`config.mk`:
```
export PLATFORM = sky130hd
export DESIGN_NAME = fetch_sequencer
export DESIGN_NICKNAME = d
export VERILOG_FILES = /design/src/rtl/fetch_sequencer_pkg.sv /design/src/rtl/fetch_sequencer_oplen_decode.sv /design/src/rtl/fetch_sequencer.sv
export SDC_FILE = /design/constraint.sdc
export NUM_CORES = 1
export LEC_CHECK = 0
export BUFFER_PORTS_ARGS = -buffer_cell sky130_fd_sc_hd__buf_2
export CORE_AREA = 2 2 88 124
export CTS_CLUSTER_DIAMETER = 150
export CTS_CLUSTER_SIZE = 10
export DETAILED_ROUTE_END_ITERATION = 8
export DIE_AREA = 0 0 90 126
export GPL_TIMING_DRIVEN = 1
export PLACE_DENSITY_LB_ADDON = 0.3
export REMOVE_ABC_BUFFERS = 1
export SLEW_MARGIN = 20
export SYNTH_ARGS = -nofsm -noshare
export SYNTH_HDL_FRONTEND = slang
export SYNTH_SLANG_ARGS = --single-unit
```
`constraint.sdc`:
```
create_clock -name clk -period 2.6 [get_ports clk]
set_input_delay 0.65 -clock clk [delete_from_list [all_inputs] [get_ports clk]]
set_output_delay 0.65 -clock clk [all_outputs]
set_load 0.05 [all_outputs]
```
`src/rtl/fetch_sequencer_pkg.sv`:
```
// Shared CPU defines for the fetch front end.
// Holds the default data/address widths, the reset vector location, the
// fetch sequencer state encoding and the operand-length rule used to decide
// how many operand bytes follow an opcode.
package fetch_sequencer_pkg;

    localparam int REG_WIDTH_DEF  = 8;
    localparam int ADDR_WIDTH_DEF = 16;

    // Low byte of the reset vector; the high byte lives at the next address.
    localparam logic [15:0] RESET_VECTOR_DEF = 16'hFFFC;

    typedef enum logic [2:0] {
        VEC_LO    = 3'd0,
        VEC_HI    = 3'd1,
        IDLE      = 3'd2,
        FETCH_OP  = 3'd3,
        FETCH_LO  = 3'd4,
        FETCH_HI  = 3'd5,
        WAIT_DONE = 3'd6
    } fetch_state_t;

    // Number of operand bytes that follow an opcode laid out as {aaa,bbb,cc}.
    // BRK/RTI/RTS carry no operand even though their group would suggest one,
    // and JSR always carries an absolute address.
    function automatic logic [1:0] operand_length(input logic [7:0] opcode);
        logic [2:0] bbb;
        logic [1:0] cc;
        logic [1:0] len;
        bbb = opcode[4:2];
        cc  = opcode[1:0];
        len = 2'd1;
        if (opcode == 8'h00 || opcode == 8'h40 || opcode == 8'h60) begin
            len = 2'd0;
        end else if (opcode == 8'h20) begin
            len = 2'd2;
        end else begin
            case (cc)
                2'b01: begin
                    if (bbb == 3'b011 || bbb == 3'b110 || bbb == 3'b111) len = 2'd2;
                    else                                                 len = 2'd1;
                end
                2'b10, 2'b00: begin
                    if (bbb == 3'b010 || bbb == 3'b110)      len = 2'd0;
                    else if (bbb == 3'b011 || bbb == 3'b111) len = 2'd2;
                    else                                     len = 2'd1;
                end
                default: len = 2'd0;
            endcase
        end
        return len;
    endfunction

endpackage

```
`src/rtl/fetch_sequencer_oplen_decode.sv`:
```
// Combinational operand-length decoder.
// Ports:
//   opcode  in   8  opcode byte to classify
//   length  out  2  number of operand bytes that follow (0, 1 or 2)
module oplen_decode
    import fetch_sequencer_pkg::*;
(
    input  logic [7:0] opcode,
    output logic [1:0] length
);

    assign length = operand_length(opcode);

endmodule

```
`src/rtl/fetch_sequencer.sv`:
```
// Instruction fetch sequencer.
// After reset it reads the two-byte reset vector into pc, then repeatedly
// fetches an opcode plus its 0, 1 or 2 operand bytes, presents them to the
// decoder and waits for the decoder to finish before fetching again.
// Ports:
//   clk                in   rising-edge clock
//   reset              in   asynchronous active-high reset
//   run                in   allows a new fetch to start from IDLE
//   mem_addr           out  read address
//   mem_rd             out  read request, held until mem_valid
//   mem_rdata          in   read data
//   mem_valid          in   completes the current read
//   instruction_out    out  fetched opcode
//   addr_out           out  assembled operand / effective base address
//   instruction_ready  out  opcode and operand valid for the decoder
//   instruction_done   in   decoder finished the current instruction
//   pc_load            in   redirect request (IDLE / WAIT_DONE only)
//   pc_load_val        in   redirect target
//   pc                 out  current program counter
module fetch_sequencer
    import fetch_sequencer_pkg::*;
#(
    parameter int                    REG_WIDTH    = REG_WIDTH_DEF,
    parameter int                    ADDR_WIDTH   = ADDR_WIDTH_DEF,
    parameter logic [ADDR_WIDTH-1:0] RESET_VECTOR = RESET_VECTOR_DEF
)(
    input  logic                  clk,
    input  logic                  reset,
    input  logic                  run,
    output logic [ADDR_WIDTH-1:0] mem_addr,
    output logic                  mem_rd,
    input  logic [REG_WIDTH-1:0]  mem_rdata,
    input  logic                  mem_valid,
    output logic [REG_WIDTH-1:0]  instruction_out,
    output logic [ADDR_WIDTH-1:0] addr_out,
    output logic                  instruction_ready,
    input  logic                  instruction_done,
    input  logic                  pc_load,
    input  logic [ADDR_WIDTH-1:0] pc_load_val,
    output logic [ADDR_WIDTH-1:0] pc
);

    fetch_state_t          state;
    fetch_state_t          next_state;
    logic                  started;
    logic                  read_state;
    logic                  read_done;
    logic [REG_WIDTH-1:0]  vec_lo;
    logic [REG_WIDTH-1:0]  decode_opcode;
    logic [1:0]            op_len;

    // mem_rd must be low while reset is held even though the state already
    // sits in VEC_LO; 'started' keeps the request off until the first edge
    // after release, which also stops a late mem_valid from being captured.
    assign read_state = (state == VEC_LO)   || (state == VEC_HI)   ||
                        (state == FETCH_OP) || (state == FETCH_LO) ||
                        (state == FETCH_HI);
    assign mem_rd     = started && read_state;
    assign read_done  = mem_rd && mem_valid;

    // During FETCH_OP the length must come from the byte being returned;
    // afterwards the captured opcode is the source.
    assign decode_opcode = (state == FETCH_OP) ? mem_rdata : instruction_out;

    oplen_decode u_oplen_decode (
        .opcode (decode_opcode[7:0]),
        .length (op_len)
    );

    always_comb begin
        mem_addr = pc;
        case (state)
            VEC_LO:  mem_addr = RESET_VECTOR;
            VEC_HI:  mem_addr = RESET_VECTOR + ADDR_WIDTH'(1);
            default: mem_addr = pc;
        endcase
    end

    always_ff @(posedge clk or posedge reset) begin
        if (reset) begin
            state <= VEC_LO;
        end else begin
            state <= next_state;
        end
    end

    always_comb begin
        next_state = state;
        case (state)
            VEC_LO:    if (read_done) next_state = VEC_HI;
            VEC_HI:    if (read_done) next_state = IDLE;
            IDLE:      if (run)       next_state = FETCH_OP;
            FETCH_OP:  if (read_done) next_state = (op_len == 2'd0) ? WAIT_DONE : FETCH_LO;
            FETCH_LO:  if (read_done) next_state = (op_len == 2'd2) ? FETCH_HI : WAIT_DONE;
            FETCH_HI:  if (read_done) next_state = WAIT_DONE;
            WAIT_DONE: if (instruction_done) next_state = IDLE;
            default:   next_state = VEC_LO;
        endcase
    end

    // Datapath registers. instruction_ready is set on the same edge that
    // enters WAIT_DONE so it is high for the whole of that state.
    always_ff @(posedge clk or posedge reset) begin
        if (reset) begin
            started           <= 1'b0;
            pc                <= '0;
            vec_lo            <= '0;
            instruction_out   <= '0;
            addr_out          <= '0;
            instruction_ready <= 1'b0;
        end else begin
            started <= 1'b1;
            case (state)
                VEC_LO: begin
                    if (read_done) vec_lo <= mem_rdata;
                end
                VEC_HI: begin
                    if (read_done) pc <= {mem_rdata, vec_lo};
                end
                IDLE: begin
                    if (pc_load) pc <= pc_load_val;
                end
                FETCH_OP: begin
                    if (read_done) begin
                        instruction_out <= mem_rdata;
                        addr_out        <= '0;
                        pc              <= pc + ADDR_WIDTH'(1);
                        if (op_len == 2'd0) instruction_ready <= 1'b1;
                    end
                end
                FETCH_LO: begin
                    if (read_done) begin
                        addr_out <= {{(ADDR_WIDTH-REG_WIDTH){1'b0}}, mem_rdata};
                        pc       <= pc + ADDR_WIDTH'(1);
                        if (op_len != 2'd2) instruction_ready <= 1'b1;
                    end
                end
                FETCH_HI: begin
                    if (read_done) begin
                        addr_out[ADDR_WIDTH-1:REG_WIDTH] <= mem_rdata;
                        pc                               <= pc + ADDR_WIDTH'(1);
                        instruction_ready                <= 1'b1;
                    end
                end
                WAIT_DONE: begin
                    if (pc_load)          pc                <= pc_load_val;
                    if (instruction_done) instruction_ready <= 1'b0;
                end
                default: ;
            endcase
        end
    end

endmodule

```
# Word level (Yosys, flattened, before mapping)
# Cells that the tools add are included.
# W data, S select, Z words.
# classes
eq_ne,28
muxes,34
addsub,1
reduce_logical,30
# ops
cell,count
$mux W16,5
$pmux W16 S3,1
$pmux W16 S2,1
$pmux W8 S3,1
$mux W3,7
$pmux W3 S7,1
$add A16 B1 Y16 const B,1
$eq A8 B7 Y1 const B,2
$mux W8,2
$ne A2 B2 Y1 const B,8
$pmux W8 S2,1
$eq A3 B3 Y1 const B,5
$mux W2,7
$reduce_and A7 Y1,2
$eq A3 B2 Y1 const B,4
$logic_or A1 B1 Y1,10
$eq A8 B6 Y1 const B,1
$logic_not A8 Y1,1
$ne A2 B1 Y1 const B,4
$reduce_and A4 Y1,2
$mux W1,6
$reduce_bool A3 Y1,2
$eq A2 B2 Y1 const B,2
$logic_not A2 Y1,2
12 further kinds,15
# totals
reg_bits,53
in_bits,30
out_inout_bits,58

# Logic depth before layout (Yosys ltp)
# logic_depth
word_depth,13
depth_mapped,8

# Hierarchy
# Synthesis repeated with hierarchy kept, for this count alone.
# hier_totals
hier_cells,311
hier_area_um2,2976.6
# by_module_without_submodules
module,cells_each,seq_area_each_um2,area_each_um2,instances
fetch_sequencer,302,1326.3,2916.5,1
oplen_decode,9,0.0,60.1,1

# Worst setup path after synthesis
# Ideal clock, no wire load.
# synth_timing
path_type,register to output
from,register state[2]
to,output port mem_addr[3]
slack_ps,36
stages_incl_launch_ff,4
t_required_ps,1950
arrival_time_ps,1914
path_cell_list,dfrtp_1 clkbuf_1 clkbuf_1 o21ai_0
# synth_between
elab_chain_cells,2
word_cells_on_any_way,3
# synth_rtl
item,line,rtl
"start, declared",fetch_sequencer.sv:43,fetch_state_t state;
"start signal, assigned",fetch_sequencer.sv:83,state <= next_state;
$eq A3 B1 Y1 or $logic_not A3 Y1 (tied branches),fetch_sequencer.sv:72,case (state)
$pmux W16 S2 *,fetch_sequencer.sv:72,
"end, declared",fetch_sequencer.sv:30,"output logic [ADDR_WIDTH-1:0] mem_addr,"
# Mark *: on every way between the ends. The rest lies on a longest branch, timed or not.

# Final worst setup path
# layout_timing
from,register state[1]
to,output port mem_addr[13]
# Same word-level chain as after synthesis.

==> run metrics <==
per-cell routed wire length 17.2 um; core area 10,200 um2; WP data arrival 1820 ps; Site Rows 44; LEAKAGE 1.71 nW; register area share after synthesis 0.442; Clk Latency, worst-skew pair 300 ps; Setup Buffers After CTS 0; Power, Total 5.84 mW; setup TNS 0 ps; Worst EP required 1950 ps; Clock Pin Slew Worst Setup and Hold Paths 80 ps; Synth Warn # 0; critical path class reg2out; grt met3 use 0.0227; final wirelength 9.48 mm; GR Util met1 0.225; DRC violations left 0; Slew headroom 0.584; Worst VDD drop 1.11 mV; clk sinks 53; 1st-pass router iterations 4; fmax 0.406 GHz; I/O Pins 88; Avg Inst Size Synth 9.14 um2; CTS max path bufs 2; first-pass GRT wire length 15.4 mm; vias in the first global route 2,839; Die Wd 90 um; max-slew violations 0; Hold Buf Count CTS 0; crit path from state[1]; post-CTS sizing 0; die area 11,300 um2; initial antenna violation count 0; grt ovf 0; non-filler instance count after layout 551; Placed Instances 543; H-tree depth 2; Post-DRT Antenna Nets 0; DP HPWL 6.97 mm; Most Crowded Layer GR met2; Max FO, Critical Path 17; RSZ-0062 raised after global routing no; R2R setup slack 360 ps; CTS tree done; Yosys cell types 55; #FFs+latches synth 53; GP Congestion 0.807; max_cap viols 0; Startpoint Class register; Post-synth EDFFs 0; layout cells sized above 1 0.346; Area growth syn-to-layout 25.0%; all-layer global routing usage 0.169; Starting Density 0.293; ant diodes 0; Via Count 2,884; vias per cell 5.23; PortBufs 87; Num CTS Buffers 5; status complete, no violations; DP Worst Slack 293 ps; cell area after synthesis 3000 um2; Hold Vio Cnt, Final 0; Root Driver clkbuf_16; actual slew at the worst max-slew pin 624 ps; Reg-to-Reg Start state[1]; top_reg_cell synth dfrtp_1; async set-reset flop share out of synthesis 1.00; Layout Utilization 0.366; Fillers 1,095; Cell Pwr Density 1560 nW/um2; final net count 443; Layout Skew 8.83 ps; pin count of the biggest net entering global routing 30; commonest non-fill, non-tap cells in the layout buf_2, dfrtp_1, nand2_1; Min-Delay Path Class in2async; met2 Track Usage GR 0.295; CP endpoint kind primary output; Tmin final 2470 ps; Final Cycle Share 0.948; Syn Inst Count 328; Finish-stage setup viols 0; initial DRC count 167; most common cell after layout, fill and taps aside buf_2; Setup WS post-layout 135 ps; DIE HEIGHT 126 um
==> cell families (layout without fill, tap and decap cells) <==
family | Yosys count | in the layout | share of synthesized area
adders and majority gates | 1 | 1 | 0.00417
buffers and inverters | 29 | 114 | 0.0447
and+or+nand+nor | 122 | 122 | 0.210
other | 1 | 1 | 0.00125
DFF | 53 | 53 | 0.442
muxes | 16 | 16 | 0.0601
AOI/OAI and AO/OA | 106 | 106 | 0.237
==> final timing paths <==
path | endpoint | depth (start not counted)
min in group clk | addr_out[14] | 2
max reg2reg | pc[12] | 5
max | mem_addr[13] | 4
max in group asynchronous | started | 3
min reg2reg | addr_out[14] | 2
min | addr_out[14] | 2
==> registers in the layout (all words and copies together), names as in the netlist <==
| register | cells |
|---|---|
| addr_out | 16 |
| state | 3 |
| pc | 16 |
| started | 1 |
| vec_lo | 8 |
| instruction_ready | 1 |
| instruction_out | 8 |
==> area by class of cell <==
cell class              instances  area, um2  area share
multi-input cells             246       1540       0.410
flip-flops and latches         53       1330       0.354
repair buffers                 97        523       0.140
well taps                     138        173      0.0461
clock buffers                   5        125      0.0334
inverters                       9       33.8     0.00902
clock inverters                 3       28.8     0.00768
==> power by group <==
group | leakage [nW] | switching, mW | total (mW) | internal (mW)
Sequential | 0.673 | 0.440 | 1.60 | 1.17
Combinational | 0.960 | 2.51 | 3.52 | 1.01
Clock | 0.0767 | 0.344 | 0.716 | 0.372
Total | 1.71 | 3.30 | 5.84 | 2.55
==> layer usage <==
layer / routed length (um) / up-vias / share of wire
li1: - / 1373 / -
met1: 4090 / 1392 / 0.43
met2: 4770 / 106 / 0.50
met3: 478 / 13 / 0.050
met4: 132 / 0 / 0.014
met5: 0 / - / 0
==> worst max-delay path: stages (launching register included) <==
cell and delay, ps:
dfrtp_1 680, nor2_1 160, buf_4 210, or2_2 270
buf_2 210
==> synth_stat cells, drive strengths merged (2+ instances only) <==
library cell  count  area share
a211oi            4       0.010
a21oi            16       0.028
a221oi            4       0.012
a22o             10       0.029
a22oi             2      0.0096
a31oi             4      0.0083
a32o              2      0.0067
a32oi             2      0.0058
and3              5       0.010
buf              13       0.024
clkbuf            7      0.0092
dfrtp            53        0.44
inv               9       0.011
mux2             16       0.060
nand2            47       0.059
nand2b            3      0.0063
nand3             9       0.015
nand3b            2      0.0050
nor2             20       0.025
nor2b             3      0.0063
nor3              4      0.0083
nor4              7       0.023
nor4b             2      0.0058
o211a             3       0.010
o21ai            43       0.072
o22ai             3      0.0063
o2bb2ai           3      0.0088
o311a             2      0.0067
or2              10       0.021
or3               2      0.0042
or3b              2      0.0058
or4               2      0.0050
==> through the flow <==
step                      hold slack [ps]  instance area [um2]
after floorplan                       450                 2900
after detailed placement              474                 3590
final                                 393                 3750
after global routing                  436                 3750
after CTS                             412                 3750
after global placement                464                 3590
No activity file was read; power rests on OpenSTA's default activity.
